## src/rtl/demux_defs.sv

```systemverilog
// rtl/demux_defs.sv - shared widths and FSM encodings for the bit8 demux deserializer
package demux_defs;
  localparam int DEF_DATA_W = 8;
  localparam int DEF_SEL_W  = 3;

  localparam logic [0:0] ST_IDLE    = 1'b0;
  localparam logic [0:0] ST_COLLECT = 1'b1;
endpackage

```

## src/rtl/bit8_demux_1to8.sv

```systemverilog
// rtl/bit8_demux_1to8.sv - 1-to-8 one-hot write-enable decoder
module bit8_demux_1to8 (
  input  logic       en,
  input  logic [2:0] sel,
  output logic [7:0] we
);
  always_comb begin
    we      = 8'h00;
    we[sel] = en;
  end
endmodule

```

## src/rtl/bit8_demux_deserializer.sv

```systemverilog
// rtl/bit8_demux_deserializer.sv - LSB-first serial-to-parallel word assembler with ready/valid output
import demux_defs::*;

module bit8_demux_deserializer #(
  parameter int DATA_W = DEF_DATA_W,
  parameter int SEL_W  = DEF_SEL_W
) (
  input  logic              clk,
  input  logic              rst_n,
  input  logic              start,
  input  logic              z,
  input  logic              z_valid,
  output logic [SEL_W-1:0]  s,
  output logic [DATA_W-1:0] i,
  output logic              i_valid,
  input  logic              i_ready,
  output logic              busy,
  output logic              overrun
);
  logic [0:0]        state;
  logic [DATA_W-1:0] asm_q;
  logic [DATA_W-1:0] asm_next;
  logic [DATA_W-1:0] we;
  logic              accept;
  logic              complete;
  logic              handshake;

  // start wins over a bit arriving in the same cycle
  assign accept    = (state == ST_COLLECT) && z_valid && !start;
  assign complete  = accept && (s == SEL_W'(DATA_W - 1));
  assign handshake = i_valid && i_ready;

  bit8_demux_1to8 u_demux (
    .en  (accept),
    .sel (s),
    .we  (we)
  );

  // includes the bit accepted this cycle so completion can load the full word
  assign asm_next = (asm_q & ~we) | ({DATA_W{z}} & we);

  always_ff @(posedge clk) begin
    if (!rst_n) begin
      state   <= ST_IDLE;
      busy    <= 1'b0;
      s       <= '0;
      asm_q   <= '0;
      i       <= '0;
      i_valid <= 1'b0;
      overrun <= 1'b0;
    end else begin
      if (handshake) begin
        i_valid <= 1'b0;
      end
      if (start) begin
        state   <= ST_COLLECT;
        busy    <= 1'b1;
        s       <= '0;
        asm_q   <= '0;
        overrun <= 1'b0;
      end else if (accept) begin
        s <= s + 1'b1;
        if (complete) begin
          asm_q <= '0;
          // a pending unconsumed word is kept; the new one is dropped
          if (!i_valid || i_ready) begin
            i       <= asm_next;
            i_valid <= 1'b1;
          end else begin
            overrun <= 1'b1;
          end
        end else begin
          asm_q <= asm_next;
        end
      end
    end
  end
endmodule

```

## config.mk

```make
export PLATFORM = sky130hd
export DESIGN_NAME = bit8_demux_deserializer
export DESIGN_NICKNAME = d
export VERILOG_FILES = /design/src/rtl/demux_defs.sv /design/src/rtl/bit8_demux_1to8.sv /design/src/rtl/bit8_demux_deserializer.sv
export SDC_FILE = /design/constraint.sdc
export NUM_CORES = 1
export LEC_CHECK = 0
export CAP_MARGIN = 0
export CORE_ASPECT_RATIO = 0.6
export CORE_MARGIN = 2
export CORE_UTILIZATION = 45
export CTS_CLUSTER_SIZE = 25
export DETAILED_ROUTE_END_ITERATION = 16
export PLACE_DENSITY = 0.72
export SETUP_SLACK_MARGIN = 0.3
export SLEW_MARGIN = 20
export SYNTH_ARGS = -nofsm -noshare
export SYNTH_HDL_FRONTEND = slang
export SYNTH_SLANG_ARGS = --single-unit
```

## constraint.sdc

```tcl
create_clock -name clk -period 1.5 [get_ports clk]
set_input_delay 0.375 -clock clk [delete_from_list [all_inputs] [get_ports clk]]
set_output_delay 0.375 -clock clk [all_outputs]
set_load 0.05 [all_outputs]
```

# Word level (Yosys, flattened, before mapping)
# Cells that the tools add are included.
# classes
addsub	1
magnitude_cmp	2
eq_ne	1
mux	8
bitwise	8
reduce_logical	11
# op_table
cell	count
bitwise AND 8 bit	3
two-way mux 8 bit	1
inverter 8 bit	1
OR 8 bit	1
two-way mux 1 bit	6
logical AND 1 bit	5
less-than comparator 3 x 4 -> 1 bit (second input constant)	1
AND reduction 4 bit	1
adder 3 x 1 -> 3 bit (second input constant)	1
demux 1 bit (select 3 bit)	1
== test 3 bit (second input constant)	1
>= comparator 3 x 1 -> 1 bit (second input constant)	1
inverter 1 bit	3
AND reduction 3 bit	1
zero test 1 bit	2
OR reduction 2 bit	1
logical OR 1 bit	1
# totals
reg_bits	22
word_cells	37

# Longest topological paths before layout
# logic_depth
depth_word	9
ltp_mapped	6
ltp_nobuf	5

# By module
# Synthesis repeated with hierarchy kept, for this count alone.
# hier_totals
cells_unflattened	122
area_unflattened_um2	1138.6
# modules_own_cells
module	n_inst	cells_per_inst	area_per_inst_um2	seq_area_each_um2
bit8_demux_deserializer	1	114	1043.5	440.4
bit8_demux_1to8	1	8	95.1	0.0

# Worst setup path after synthesis
# Ideal clock, no wire load.
# synth_path
kind	register to register
from	register s[0]
to	register asm_q[0]
setup_ns	0.079
arrival_time_ns	1.684
setup_slack_ns	-0.263
path_stages_with_launch	6
period_less_slack_ns	1.763
cell_sequence	dfxtp_1 ha_1 ha_1 nor3b_4 nand3_2 o211ai_1
# synth_via
elab_chain_len	9
# synth_rtl
item	line_no	source
start, declared	bit8_demux_deserializer.sv:13	output logic [SEL_W-1:0] s,
start signal, assigned	bit8_demux_deserializer.sv:62	s <= s + 1'b1;
less-than comparator 3 x 4 -> 1 bit (not written as such) / >= comparator 3 x 1 -> 1 bit (equally long branches)	bit8_demux_1to8.sv:9	we[sel] = en;
logical AND 1 bit (not written as such)	bit8_demux_1to8.sv:9	
two-way mux 1 bit (not written as such)	bit8_demux_1to8.sv:9	
demux 1 bit (select 3 bit)	--	
bitwise AND 8 bit (no line)	--	
inverter 8 bit	bit8_demux_deserializer.sv:40	assign asm_next = (asm_q & ~we) | ({DATA_W{z}} & we);
bitwise AND 8 bit	bit8_demux_deserializer.sv:40	
OR 8 bit	bit8_demux_deserializer.sv:40	
two-way mux 8 bit (*)	bit8_demux_deserializer.sv:63	if (complete) begin
end signal, assigned	bit8_demux_deserializer.sv:73	asm_q <= asm_next;
end, declared	bit8_demux_deserializer.sv:21	logic [DATA_W-1:0] asm_q;
# Mark *: on every way between the ends. The rest lies on a longest branch, timed or not.
# A chain may end at the register's enable or synchronous reset.

# Worst setup path after layout
# layout_path
from	register s[0]
to	output s[0]
# No word-level cell between the ends.

==> reports/metrics.yaml <==
run_status:
  status: "complete, no violations"
grt:
  grt_pass1_wl_mm: 5.26
  use_met3_pct: 5.58
  grt_antenna_before_repair: 0
  grt_util_met2_pct: 37.1
  grt_remaining_overflow: 0
  grt_pass1_vias: 1082
  grt_use_met1_pct: 29.5
  grt_busiest_layer: "met2"
  grt_use_total_pct: 22.5
  grt_max_degree: 17
setup_path:
  crit_slowest_cell: "dfxtp_4"
  cp.arrival_ns: 1.04
  start_kind: "flop"
  critical_path.max_fanout: 16
  slowest_delay_ns: 0.36
  crit_family: "buffers and inverters"
  crit_path_end_kind: "output pin"
  critPathRequiredTime_ns: 1.12
  path_cells: "buf_4 > buf_12"
  worst-path-buf-inv: 2
  worst-setup-path-type: "reg2out"
timing:
  setup_viol: 0
  worst_slew_pin_slew_ns: 0.352
  min_period_ns: 1.42
  fin_skew_ns: 0.00587
  rsz0062_at_grt: "true"
  fmaxAchievable_mhz: 704
  whs_ns: 0.517
  slew_violations: 0
  slew_headroom_pct: 76.3
  post-route-period-util_pct: 94.7
  hold_viol: 0
cts:
  clk_latency_ns: 0.27
  cts_tree: "built"
  cts_root_buf: "clkbuf_8"
  cts.sinks: 22
  cts_buffer_depth: 2
  htree_levels: 1
  clkTransAtPathRegs_ns: 0.08
  numCtsBuffers: 3
placement:
  dpl_cell_area_sq_mm: 0.00165
  port_buffers: 19
  dp_hpwl_mm: 2.46
  place.gp.congestion: 0.847
yosys:
  syn_nets: 145
  synthCells: 137
  synth_area_leaders: "dfxtp_1 37%, o211ai_1 8.9%, nand3_1 7.7%, a311oi_1 5.2%, a31oi_1 4.3%"
  async_flop_share_pct: 0
  ys_ff_latch: 22
  synth_top_area_share_pct: 37.5
  yosysMostFrequentCell: "dfxtp_1"
  synth.cell_area_sq_mm: 0.00117
  synthTopCellsByCount: "22 x dfxtp_1, 18 x nand3_1, 14 x o211ai_1, 11 x nand2_1, 8 x a31oi_1"
  ys_seq_area_share_pct: 37.5
  synth_ff_type: "dfxtp_1"
  synth-edff-count: 0
  yosys.cell_types.count: 36
  ys_warn_count: 0
  synth.largest_area_cell: "dfxtp_1"
  synth_area_per_cell_sq_um: 8.58
min_path:
  hold_class: "reg2reg"
layout:
  layout.nets: 175
  fin_util_pct: 74.7
  fillers: 164
  fin_area_sq_mm: 0.00186
  area_growth_pct: 58.3
  drive_gt1_share_pct: 45.2
  antenna_cells: 0
pwr:
  peakVddDrop_v: 0.000575
  powerDensity_mw_per_mm2: 648
  p_leak_nw: 0.589
die:
  initial_core_util_pct: 47.2
  die_y_um: 43.6
  die_area_sq_mm: 0.00305
  top_level_ports: 20
  num_rows: 14
  fp.coreArea_sq_mm: 0.00249
  die_w_um: 70.0
route:
  vias_per_cell: 6.32
  drt_first_iter_violations: 98
  wl_per_cell_um: 17.9
  vias: 1252
  post-route-drc-count: 0
  dr.pass1.iters: 4
  drt_wl_total_mm: 3.55
  detail-route-antenna-nets: 0
job:
  maxCapViolations: 0
tightest hold or removal path: cells and delay by family (launching register included):
family	cells	cell delay [ns]
flops	1	0.33
compound gates	1	0.08
simple gates	1	0.07
sequential cells by signal, summed over array words and instances (netlist names):
name     flops
i            8
state        1
overrun      1
s            3
asm_q        8
i_valid      1
through the flow:
stage          cells  power [mW]  setup TNS [ns]  setup slack [ns]
2_1_floorplan    137       0.660               0           0.00444
4_1_cts          197        1.21               0            0.0960
3_3_place_gp     192       0.704           -6.26            -0.496
3_5_place_dp     192       0.706           -6.81            -0.487
5_1_grt          198        1.24               0            0.0218
6_report         198        1.21               0            0.0801
cell families (layout without fill, tap and decap cells):
logic type               after synthesis  count (layout)  share of synthesized area [%]
AND/OR/NAND/NOR                       52              52                           25.7
AO/OA/AOI/OAI                         44              44                           26.9
flip-flops                            22              22                           37.5
buffers and inverters                 16              45                           7.03
adder cells (fa/ha/maj)                2               2                           2.13
XOR/XNOR                               1               1                          0.746
cells in the final DEF, fill, tap and decap left out, drive strengths merged, types with 3 or more instances in the layout:
cell type / n
a21oi: 3
a311oi: 8
a31oi: 8
buf: 34
clkbuf: 5
clkdlybuf4s50: 3
dfxtp: 22
nand2: 11
nand2b: 4
nand3: 19
nor2: 4
nor2b: 3
o211ai: 14
o21ai: 6
routing by layer:
metal	wire (um)	part of all wire, %	vias to the layer above
met1	1470	41	584
li1	-	-	585
met2	1630	46	71
met5	0	0	-
met4	78	2.2	0
met3	365	10	12
final cells by class:
| class | instances | area (sq um) | area share, % |
|---|---|---|---|
| Multi-Input combinational cell | 99 | 792 | 42.6 |
| Timing Repair Buffer | 39 | 487 | 26.2 |
| Sequential cell | 22 | 465 | 25.0 |
| Clock buffer | 4 | 66.3 | 3.57 |
| Tap cell | 32 | 40.0 | 2.15 |
| Inverter | 2 | 8.76 | 0.471 |
path summary, 6_finish.rpt:
check	slack, ns	startpoint	endpoint	cells past startpoint
max	0.08	s[0]	s[0]	2
min reg2reg	0.52	asm_q[7]	asm_q[7]	2
max reg2reg	0.10	s[1]	asm_q[2]	6
min	0.52	asm_q[7]	asm_q[7]	2
power breakdown:
group | leakage [nW] | total, mW | switching [mW] | internal (mW)
Sequential | 0.185 | 0.587 | 0.00710 | 0.580
Combinational | 0.371 | 0.127 | 0.0692 | 0.0583
Clock | 0.0339 | 0.491 | 0.201 | 0.290
timing repair:
action                     CTS  global route
cloned                       0             1
buffers inserted             1             0
pin swaps                    3             0
hold buffers                 0             0
resized for setup           20            27
setup endpoints to repair   24            29
Note: power is estimated with default switching activity, not from simulation.
